File: src/rtl/alu_arbiter_pkg.sv
// Shared definitions for the two-requester ALU arbiter: fixed widths,
// opcode encodings, flag bit positions and the controller state encoding.
package alu_arbiter_pkg;

  localparam int DATA_W = 32;
  localparam int OP_W   = 8;
  localparam int FLAG_W = 6;
  localparam int NREQ   = 2;

  // Opcode encodings understood by the downstream ALU
  localparam logic [OP_W-1:0] OP_NOP = 8'h00;
  localparam logic [OP_W-1:0] OP_LD  = 8'h01;
  localparam logic [OP_W-1:0] OP_ADD = 8'h03;
  localparam logic [OP_W-1:0] OP_SUB = 8'h04;
  localparam logic [OP_W-1:0] OP_AND = 8'h05;
  localparam logic [OP_W-1:0] OP_OR  = 8'h06;
  localparam logic [OP_W-1:0] OP_XOR = 8'h07;
  localparam logic [OP_W-1:0] OP_NOT = 8'h08;
  localparam logic [OP_W-1:0] OP_SL  = 8'h09;
  localparam logic [OP_W-1:0] OP_SR  = 8'h0A;

  // Bit positions inside the {z,n,c,v,s,h} flag vector
  localparam int FLAG_Z = 5;
  localparam int FLAG_N = 4;
  localparam int FLAG_C = 3;
  localparam int FLAG_V = 2;
  localparam int FLAG_S = 1;
  localparam int FLAG_H = 0;

  typedef enum logic [1:0] {
    ST_IDLE  = 2'd0,
    ST_ISSUE = 2'd1,
    ST_RESP  = 2'd2
  } state_e;

  // True for every opcode the ALU can execute (LD and ADD..SR; 02 is a hole)
  function automatic logic op_supported(input logic [OP_W-1:0] op);
    return (op == OP_LD) || ((op >= OP_ADD) && (op <= OP_SR));
  endfunction

endpackage

File: src/rtl/rr_arbiter2.sv
// Two-way round-robin arbiter. The pointer names the requester that wins a
// tie; it moves to the other requester only when a grant is actually taken.
module rr_arbiter2
  import alu_arbiter_pkg::*;
(
  input  logic            clk,
  input  logic            rst,
  input  logic [NREQ-1:0] req,
  input  logic            accept,
  output logic [NREQ-1:0] grant,
  output logic            grant_id
);

  logic prio_q;
  logic prio_d;

  // Pick the winner: a lone requester wins outright, a tie goes to the pointer
  always_comb begin
    grant_id = 1'b0;
    grant    = 2'b00;
    if (req == 2'b11) begin
      grant_id = prio_q;
    end else if (req[1]) begin
      grant_id = 1'b1;
    end
    if (req != 2'b00) begin
      grant = grant_id ? 2'b10 : 2'b01;
    end
  end

  // After a taken grant, favour the requester that was just passed over
  always_comb begin
    prio_d = prio_q;
    if (accept) begin
      prio_d = ~grant_id;
    end
  end

  // Pointer register; reset favours requester 0
  always_ff @(posedge clk) begin
    if (rst) begin
      prio_q <= 1'b0;
    end else begin
      prio_q <= prio_d;
    end
  end

endmodule

File: src/rtl/alu_arbiter.sv
// Shares one external ALU between two requesters. One transaction is in
// flight at a time: IDLE grants and latches a request, ISSUE drives the ALU
// for exactly one cycle, RESP holds the captured result until the owner
// takes it. Unsupported opcodes skip the ALU and answer with an error.
module alu_arbiter
  import alu_arbiter_pkg::*;
(
  input  logic                   clk,
  input  logic                   rst,
  input  logic [NREQ-1:0]        req_valid,
  output logic [NREQ-1:0]        req_ready,
  input  logic [NREQ*DATA_W-1:0] req_a,
  input  logic [NREQ*DATA_W-1:0] req_b,
  input  logic [NREQ*OP_W-1:0]   req_op,
  output logic [NREQ-1:0]        rsp_valid,
  input  logic [NREQ-1:0]        rsp_ready,
  output logic [DATA_W-1:0]      rsp_data,
  output logic [FLAG_W-1:0]      rsp_flags,
  output logic                   rsp_err,
  output logic [DATA_W-1:0]      alu_a,
  output logic [DATA_W-1:0]      alu_b,
  output logic [OP_W-1:0]        alu_op,
  input  logic [DATA_W-1:0]      alu_out,
  input  logic [FLAG_W-1:0]      alu_flags,
  output logic                   busy
);

  state_e              state_q, state_d;
  logic [DATA_W-1:0]   a_q, a_d;
  logic [DATA_W-1:0]   b_q, b_d;
  logic [OP_W-1:0]     op_q, op_d;
  logic                id_q, id_d;
  logic [DATA_W-1:0]   rsp_data_q, rsp_data_d;
  logic [FLAG_W-1:0]   rsp_flags_q, rsp_flags_d;
  logic                rsp_err_q, rsp_err_d;

  logic [NREQ-1:0]     arb_grant;
  logic                arb_id;
  logic                accept;
  logic [DATA_W-1:0]   sel_a;
  logic [DATA_W-1:0]   sel_b;
  logic [OP_W-1:0]     sel_op;

  rr_arbiter2 u_rr (
    .clk      (clk),
    .rst      (rst),
    .req      (req_valid),
    .accept   (accept),
    .grant    (arb_grant),
    .grant_id (arb_id)
  );

  // Only an idle, out-of-reset controller offers a grant
  always_comb begin
    req_ready = 2'b00;
    if ((state_q == ST_IDLE) && !rst) begin
      req_ready = arb_grant;
    end
  end

  assign accept = |(req_valid & req_ready);

  // Operand mux for the granted requester
  always_comb begin
    sel_a  = arb_id ? req_a[2*DATA_W-1:DATA_W] : req_a[DATA_W-1:0];
    sel_b  = arb_id ? req_b[2*DATA_W-1:DATA_W] : req_b[DATA_W-1:0];
    sel_op = arb_id ? req_op[2*OP_W-1:OP_W]    : req_op[OP_W-1:0];
  end

  // Controller next state and datapath register updates
  always_comb begin
    state_d     = state_q;
    a_d         = a_q;
    b_d         = b_q;
    op_d        = op_q;
    id_d        = id_q;
    rsp_data_d  = rsp_data_q;
    rsp_flags_d = rsp_flags_q;
    rsp_err_d   = rsp_err_q;
    case (state_q)
      ST_IDLE: begin
        if (accept) begin
          a_d  = sel_a;
          b_d  = sel_b;
          op_d = sel_op;
          id_d = arb_id;
          if (op_supported(sel_op)) begin
            state_d = ST_ISSUE;
          end else begin
            // No ALU issue: answer immediately with a zeroed error response
            state_d     = ST_RESP;
            rsp_data_d  = '0;
            rsp_flags_d = '0;
            rsp_err_d   = 1'b1;
          end
        end
      end
      ST_ISSUE: begin
        // The ALU settled on the negedge inside this cycle
        rsp_data_d  = alu_out;
        rsp_flags_d = alu_flags;
        rsp_err_d   = 1'b0;
        state_d     = ST_RESP;
      end
      ST_RESP: begin
        if (rsp_ready[id_q]) begin
          state_d = ST_IDLE;
        end
      end
      default: begin
        state_d = ST_IDLE;
      end
    endcase
  end

  // State and datapath registers; reset clears everything visible
  always_ff @(posedge clk) begin
    if (rst) begin
      state_q     <= ST_IDLE;
      a_q         <= '0;
      b_q         <= '0;
      op_q        <= OP_NOP;
      id_q        <= 1'b0;
      rsp_data_q  <= '0;
      rsp_flags_q <= '0;
      rsp_err_q   <= 1'b0;
    end else begin
      state_q     <= state_d;
      a_q         <= a_d;
      b_q         <= b_d;
      op_q        <= op_d;
      id_q        <= id_d;
      rsp_data_q  <= rsp_data_d;
      rsp_flags_q <= rsp_flags_d;
      rsp_err_q   <= rsp_err_d;
    end
  end

  // Output decode: ALU opcode only during ISSUE, response bit only for the owner
  always_comb begin
    alu_a     = a_q;
    alu_b     = b_q;
    alu_op    = (state_q == ST_ISSUE) ? op_q : OP_NOP;
    rsp_valid = 2'b00;
    if (state_q == ST_RESP) begin
      rsp_valid = id_q ? 2'b10 : 2'b01;
    end
    rsp_data  = rsp_data_q;
    rsp_flags = rsp_flags_q;
    rsp_err   = rsp_err_q;
    busy      = (state_q != ST_IDLE);
  end

endmodule

File: config.mk
export PLATFORM = sky130hd
export DESIGN_NAME = alu_arbiter
export DESIGN_NICKNAME = d
export VERILOG_FILES = /design/src/rtl/alu_arbiter_pkg.sv /design/src/rtl/rr_arbiter2.sv /design/src/rtl/alu_arbiter.sv
export SDC_FILE = /design/constraint.sdc
export NUM_CORES = 1
export LEC_CHECK = 0
export CAP_MARGIN = 20
export CORE_MARGIN = 1
export CORE_UTILIZATION = 25
export DETAILED_ROUTE_END_ITERATION = 16
export PLACE_DENSITY_LB_ADDON = 0.3
export SYNTH_ARGS = -nofsm -noshare
export SYNTH_HDL_FRONTEND = slang
export SYNTH_SLANG_ARGS = --single-unit
File: constraint.sdc
create_clock -name clk -period 2.9 [get_ports clk]
set_input_delay 0.58 -clock clk [delete_from_list [all_inputs] [get_ports clk]]
set_output_delay 0.58 -clock clk [all_outputs]
set_load 0.01 [all_outputs]
==> results.txt, run 1 <==
syn_nets = 734
Final nets = 1017
Wirelength per Cell = 15.97 microns
routability congestion estimate = 0.7534
post-synthesis cell area = 4927 sq um
highest clock rate = 0.3581 GHz
Syn Area/Cell = 9.024 sq um
CTS Sinks = 115
Top-Level Pins = 304
commonest non-fill, non-tap cell in the layout = clkdlybuf4s50_1
Final Hold Viols = 0
cts repair resizes = 0
most frequent cells in the layout = clkdlybuf4s50_1 (302), dfxtp_1 (115), nand3_1 (72), o21ai_1 (66), a21oi_1 (45)
Post-Route WL = 17.61 mm
hold-critical path depth = 2
number of buffers inserted by hold repair at cts = 0
Yosys warnings = 0
Internal = 3.487 mW
Starting Density = 25.91%
Die Y = 142.4 microns
clock transition at the registers of the reported paths = 0.06 ns
Power Total = 4.698 mW
largest net degree at the start of global routing = 74
Worst Setup End Kind = primary output
CTS HTree Levels = 4
TritonCTS clock tree = built
Max Cap Viol = 0
Netlist cell types = 32
fin cells = 1103
antenna violations before repair = 1
fin util = 46.16%
critical path class = in -> out
Max clock buf depth = 2
# DRC = 0
post-synthesis sequential area ratio = 46.72%
setup TNS = 0 ns
clock skew = 0.01674 ns
First-pass DRT Iterations = 4
number of vias per cell = 4.667
Detailed Place HPWL = 11.99 mm
period utilisation layout = 96.29%
Iter 0 DRT Violations = 251
Antenna Nets Post-Route = 0
reg2reg setup slack = 1.02 ns
setup violators final = 0
clk root buf = clkbuf_16
GRT Total Usage = 17.03%
max-slew violations = 0
Hold WC Path Type = reg -> reg
Hold Path Origin = op_q[2]$_SDFFE_PP0P_
Core Footprint = 19020 sq um
worst r2r dst = alu_a[8]$_SDFFE_PP0P_
static leakage = 3.098 nW
WHS Endpoint = op_q[2]$_SDFFE_PP0P_
min cycle time layout = 2.792 ns
switching power = 1.210 mW
Worst-Margin Slew = 0.5651 ns
Comb pwr share = 19.0%
number of global-route vias before repair = 4928
Max transition margin = 62.33%
Die ar. = 20270 sq um
Layout Area Growth over Synthesis = 78.19%
Synth Instances = 546
Worst EP arrival = 2.21 ns
Post-CTS Setup Repair Bufs = 0
outcome = finished clean
Startpoint Class = input pin
worst skew pair latency = 0.41 ns
biggest fanout along the worst timing path = 3
Net Sw Frac = 25.77%
R2R depth = 5
Async SR Flop Fraction = 0%
global-route wire length before repair = 26.70 mm
r2r startpoint = state_q[1]$_SDFFE_PP0P_
EDFF count, synth = 0
post-synthesis register bit count = 115
row count = 50
part of the power in registers = 37.1%
Port Buffers = 303
worst endpoint required time = 2.32 ns
Die W = 142.4 microns
Final Instance Area = 8780 sq um
worst vdd ir = 0.0003709 V
grt ovf = 0
Cells after DPL = 1069
Post-DP Area = 8168 sq um
vias = 5148
cts bufs inserted = 17
ratio of cells with drive above 1 in the final layout = 7.007%
Power Dens Cells = 535.1 nW/um^2
clock power share = 44.0%
Top FF cell, synth = dfxtp_1
-- critical path: stages --
cell,delay [ns]
clkdlybuf4s50_1,0.50
nor2b_2,0.25
nand2b_4,0.18
and2_1,0.15
clkdlybuf4s50_1,0.55
-- flip-flops by register name, summed over array words and instances (netlist names) --
signal       cells
rsp_err          1
rsp_data        32
id_q             1
alu_a           32
u_rr.prio_q      1
op_q             8
state_q          2
alu_b           32
rsp_flags        6
-- routing by layer --
metal | share of wire [%] | global-route usage (%) | wire length, microns | vias up
met2 | 48 | 28.69 | 8520 | 189
met1 | 43 | 20.09 | 7531 | 2366
met5 | 0 | 0 | 0 | -
li1 | - | - | - | 2578
met3 | 7.6 | 5.619 | 1342 | 15
met4 | 1.2 | 6.112 | 216 | 0
-- through the flow --
stage	hold slack [ns]	worst slack, ns
2_1_floorplan	0.4353	0.7239
3_3_place_gp	0.4424	0.01323
3_5_place_dp	0.4483	0.006394
4_1_cts	0.4567	0.009472
5_1_grt	0.4752	-0.0003275
6_report	0.4555	0.1076
-- Yosys cell counts (2+ instances only) --
master	count	area [sq um]
nor2_1	5	18.77
buf_2	14	70.07
buf_4	4	30.03
clkbuf_1	23	86.33
a21o_1	2	15.01
buf_1	3	11.26
buf_6	10	112.6
and2_1	11	68.82
a32oi_1	38	332.8
inv_1	40	150.1
a22oi_1	44	330.3
nand3_1	72	360.4
dfxtp_1	115	2302
nor2b_1	4	25.02
a21oi_1	45	225.2
or4_1	2	15.01
nor3_1	5	25.02
o21ai_1	66	330.3
a211oi_2	2	25.02
mux2i_1	29	290.3
-- power groups by stage --
stage               Clock, mW  Combinational (mW)  Sequential [mW]
CTS                      2.13               0.894             1.74
detailed placement          0               0.891             1.77
floorplan                   0               0.326             1.81
global placement            0               0.889             1.77
finish                   2.07               0.891             1.74
global route             2.19               0.964             1.75
-- worst max-delay path by stage --
| stage | slack (ns) | cells past startpoint | endpoint | startpoint |
|---|---|---|---|---|
| after floorplan | 0.72 | 5 | req_ready[0] | req_valid[0] |
| after global placement | 0.01 | 5 | req_ready[0] | req_valid[0] |
| after detailed placement | 0.006 | 5 | req_ready[0] | req_valid[0] |
| after CTS | 0.009 | 5 | req_ready[0] | req_valid[0] |
| after global routing | -0.0003 | 5 | req_ready[0] | req_valid[0] |
| final | 0.11 | 5 | req_ready[0] | req_valid[0] |
-- cells by family (layout without fill, tap and decap cells) --
kind of cell / count (synthesis) / count (layout) / synth area share [%]
AO/OA/AOI/OAI: 203 / 203 / 26.54
flip-flops: 115 / 115 / 46.72
AND/OR/NAND/NOR: 104 / 104 / 11.22
buffers and inverters: 94 / 390 / 9.345
multiplexers: 30 / 30 / 6.171
other: 0 / 1 / 0
-- area by class of cell --
cell class | count | area, sq um
diodes | 1 | 2.502
clock inverters | 13 | 136.4
repair buffers | 318 | 3211
multi-input cells | 337 | 2210
clock buffers | 19 | 442.9
well taps | 260 | 325.3
fillers | 1900 | 10240
flip-flops and latches | 115 | 2302
inverters | 40 | 150.1
(Power assumes the default switching activity.)
==> run 2: changes to the inputs <==
--- a/config.mk
+++ b/config.mk
@@ -6,6 +6,8 @@
 export NUM_CORES = 1
 export LEC_CHECK = 0
 export CAP_MARGIN = 20
+export CELL_PAD_IN_SITES_DETAIL_PLACEMENT = 0
+export CELL_PAD_IN_SITES_GLOBAL_PLACEMENT = 1
 export CORE_MARGIN = 1
 export CORE_UTILIZATION = 25
 export DETAILED_ROUTE_END_ITERATION = 16
==> run 2 against run 1 <==
  * Register-to-register slack lost 0.17 ns
  * Global-route usage is 1.2 points higher
  * Sequential cell count did not move
  * Utilization shrank 0.36 points
  * Critical path type unchanged
  * Largest cell class unchanged
  * Largest power group unchanged
  * Highest routed layer unchanged
==> results.txt, run 2 (synthesis results as in run 1) <==
most frequent cells in the layout = clkdlybuf4s50_1 (302), dfxtp_1 (115), nand3_1 (72), o21ai_1 (66), a21oi_1 (45)
Hold WC Path Type = reg -> reg
outcome = finished clean
Antenna Nets Post-Route = 0 (unchanged)
cts repair resizes = 0 (unchanged)
CTS Sinks = 115 (unchanged)
CTS HTree Levels = 4 (unchanged)
Detailed Place HPWL = 13.36 mm (+11%)
First-pass DRT Iterations = 6 (+2)
critical-path cell list = clkdlybuf4s50_1, nor2b_1, nand2b_4, and2_1, clkdlybuf4s50_1
row count = 50 (unchanged)
CP max stage delay = 0.54 ns (about the same)
routability congestion estimate = 0.7841 (+4.1%)
Top Family by Delay on Critical Path = buffers and inverters
worst vdd ir = 0.0003726 V (+0.44%)
worst r2r dst = rsp_data[29]$_SDFFE_PP0P_
R2R depth = 4 (-1)
GRT Total Usage = 18.23% (+1.2 points)
setup TNS = 0 ns (unchanged)
r2r startpoint = state_q[1]$_SDFFE_PP0P_
static leakage = 3.078 nW (-0.64%)
Max clock buf depth = 2 (unchanged)
Worst-Margin Slew = 0.8429 ns (+0.2778 ns)
worst skew pair latency = 0.40 ns (about the same)
diode count = 0 (-1)
TritonCTS clock tree = built
biggest fanout along the worst timing path = 3 (unchanged)
number of global-route vias before repair = 5369 (+8.9%)
clock transition at the registers of the reported paths = 0.05 ns (about the same)
Power Dens Cells = 525.3 nW/um^2 (-1.8%)
vias = 5246 (+1.9%)
number of buffers inserted by hold repair at cts = 0 (unchanged)
Post-CTS Setup Repair Bufs = 0 (unchanged)
grt ovf = 0 (unchanged)
antenna violations before repair = 0 (-1)
Core Footprint = 19020 sq um (unchanged)
min cycle time layout = 2.731 ns (-0.06104 ns)
Layout Area Growth over Synthesis = 76.82%
RSZ-0062 raised after global routing = no
ratio of cells with drive above 1 in the final layout = 6.667% (-0.34 points)
largest net degree at the start of global routing = 74 (unchanged)
Max transition margin = 43.81% (-19 points)
global-route wire length before repair = 28.61 mm (+7.2%)
Iter 0 DRT Violations = 311 (+24%)
Fin Hold WS = 0.4509 ns (-0.004572 ns)
# DRC = 0 (unchanged)
worst endpoint required time = 2.32 ns (about the same)
highest clock rate = 0.3661 GHz (+2.2%)
setup violators final = 0 (unchanged)
Final nets = 1016 (-0.098%)
critical path class = in -> out
cts bufs inserted = 17 (unchanged)
Die ar. = 20270 sq um (unchanged)
number of vias per cell = 4.769 (+2.2%)
hold-critical path depth = 2 (unchanged)
Post-Route WL = 18.69 mm (+6.1%)
Post-DP Area = 8148 sq um (-0.25%)
Die W = 142.4 microns (unchanged)
fin util = 45.81% (-0.36 points)
Final Hold Viols = 0 (unchanged)
Hold Path Origin = op_q[3]$_SDFFE_PP0P_
clk root buf = clkbuf_16
period utilisation layout = 94.18% (-2.1 points)
commonest non-fill, non-tap cell in the layout = clkdlybuf4s50_1
clock skew = 0.009197 ns (-0.007543 ns)
WHS Endpoint = op_q[3]$_SDFFE_PP0P_
Power Total = 4.576 mW (-2.6%)
Starting Density = 25.91% (unchanged)
Buf/Inv on CP = 2 (unchanged)
Worst Setup End Kind = primary output
Startpoint Class = input pin
Max Cap Viol = 0 (unchanged)
max-slew violations = 0 (unchanged)
Top-Level Pins = 304 (unchanged)
Port Buffers = 303 (unchanged)
Die Y = 142.4 microns (unchanged)
cell repeated most along the worst path = clkdlybuf4s50_1
Worst EP arrival = 2.15 ns (-0.06 ns)
reg2reg setup slack = 0.85 ns (-0.17 ns)
slowest CP cell = clkdlybuf4s50_1
Final Instance Area = 8712 sq um (-0.77%)
Wirelength per Cell = 16.99 microns (+6.4%)
run 2: power breakdown:
group | total [mW] | internal (mW) | switching, mW
sequential | 1.74 | 1.69 | 0.0559
clock | 1.94 | 1.20 | 0.733
combinational | 0.895 | 0.515 | 0.380
total | 4.58 | 3.41 | 1.17
run 2: final cells by class:
class                      instances  area, sq um
fill                            1839        10310
timing repair buffer             317         3183
sequential                       115         2302
multi-input combinational        337         2207
clock buffer                      20        456.7
tap                              260        325.3
inverter                          40        150.1
clock inverter                    11        87.58
run 2: worst max path at each step:
stage / slack (ns) / depth (start not counted) / start / endpoint
floorplan: 0.72 / 5 / req_valid[0] / req_ready[0]
global route: 0.11 / 5 / req_valid[0] / req_ready[0]
detailed placement: 0.05 / 7 / req_valid[0] / rsp_data[29]$_SDFFE_PP0P_
global placement: 0.16 / 7 / req_valid[0] / rsp_data[15]$_SDFFE_PP0P_
finish: 0.17 / 5 / req_valid[0] / req_ready[0]
CTS: 0.17 / 5 / req_valid[0] / req_ready[0]
run 2: layer usage:
metal  part of all wire [%]  GRT usage (%)  vias up  wire [microns]
met4                    2.6          8.489        0             482
met3                    6.5          4.778       32            1214
li1                       -              -     2588               -
met1                     42          22.25     2433            7939
met5                      0              0        -               0
met2                     48          29.82      193            9054
run 2: worst min-delay path: stages (launching register included):
cell and delay [ns]:
dfxtp_1 0.30, nand3_1 0.05, o21ai_1 0.05
run 2: per-stage QoR:
stage | std cells | setup WS, ns
2_1_floorplan | 546 | 0.7239
3_3_place_gp | 1068 | 0.1642
3_5_place_dp | 1068 | 0.05186
4_1_cts | 1099 | 0.1742
5_1_grt | 1100 | 0.1119
6_report | 1100 | 0.1687
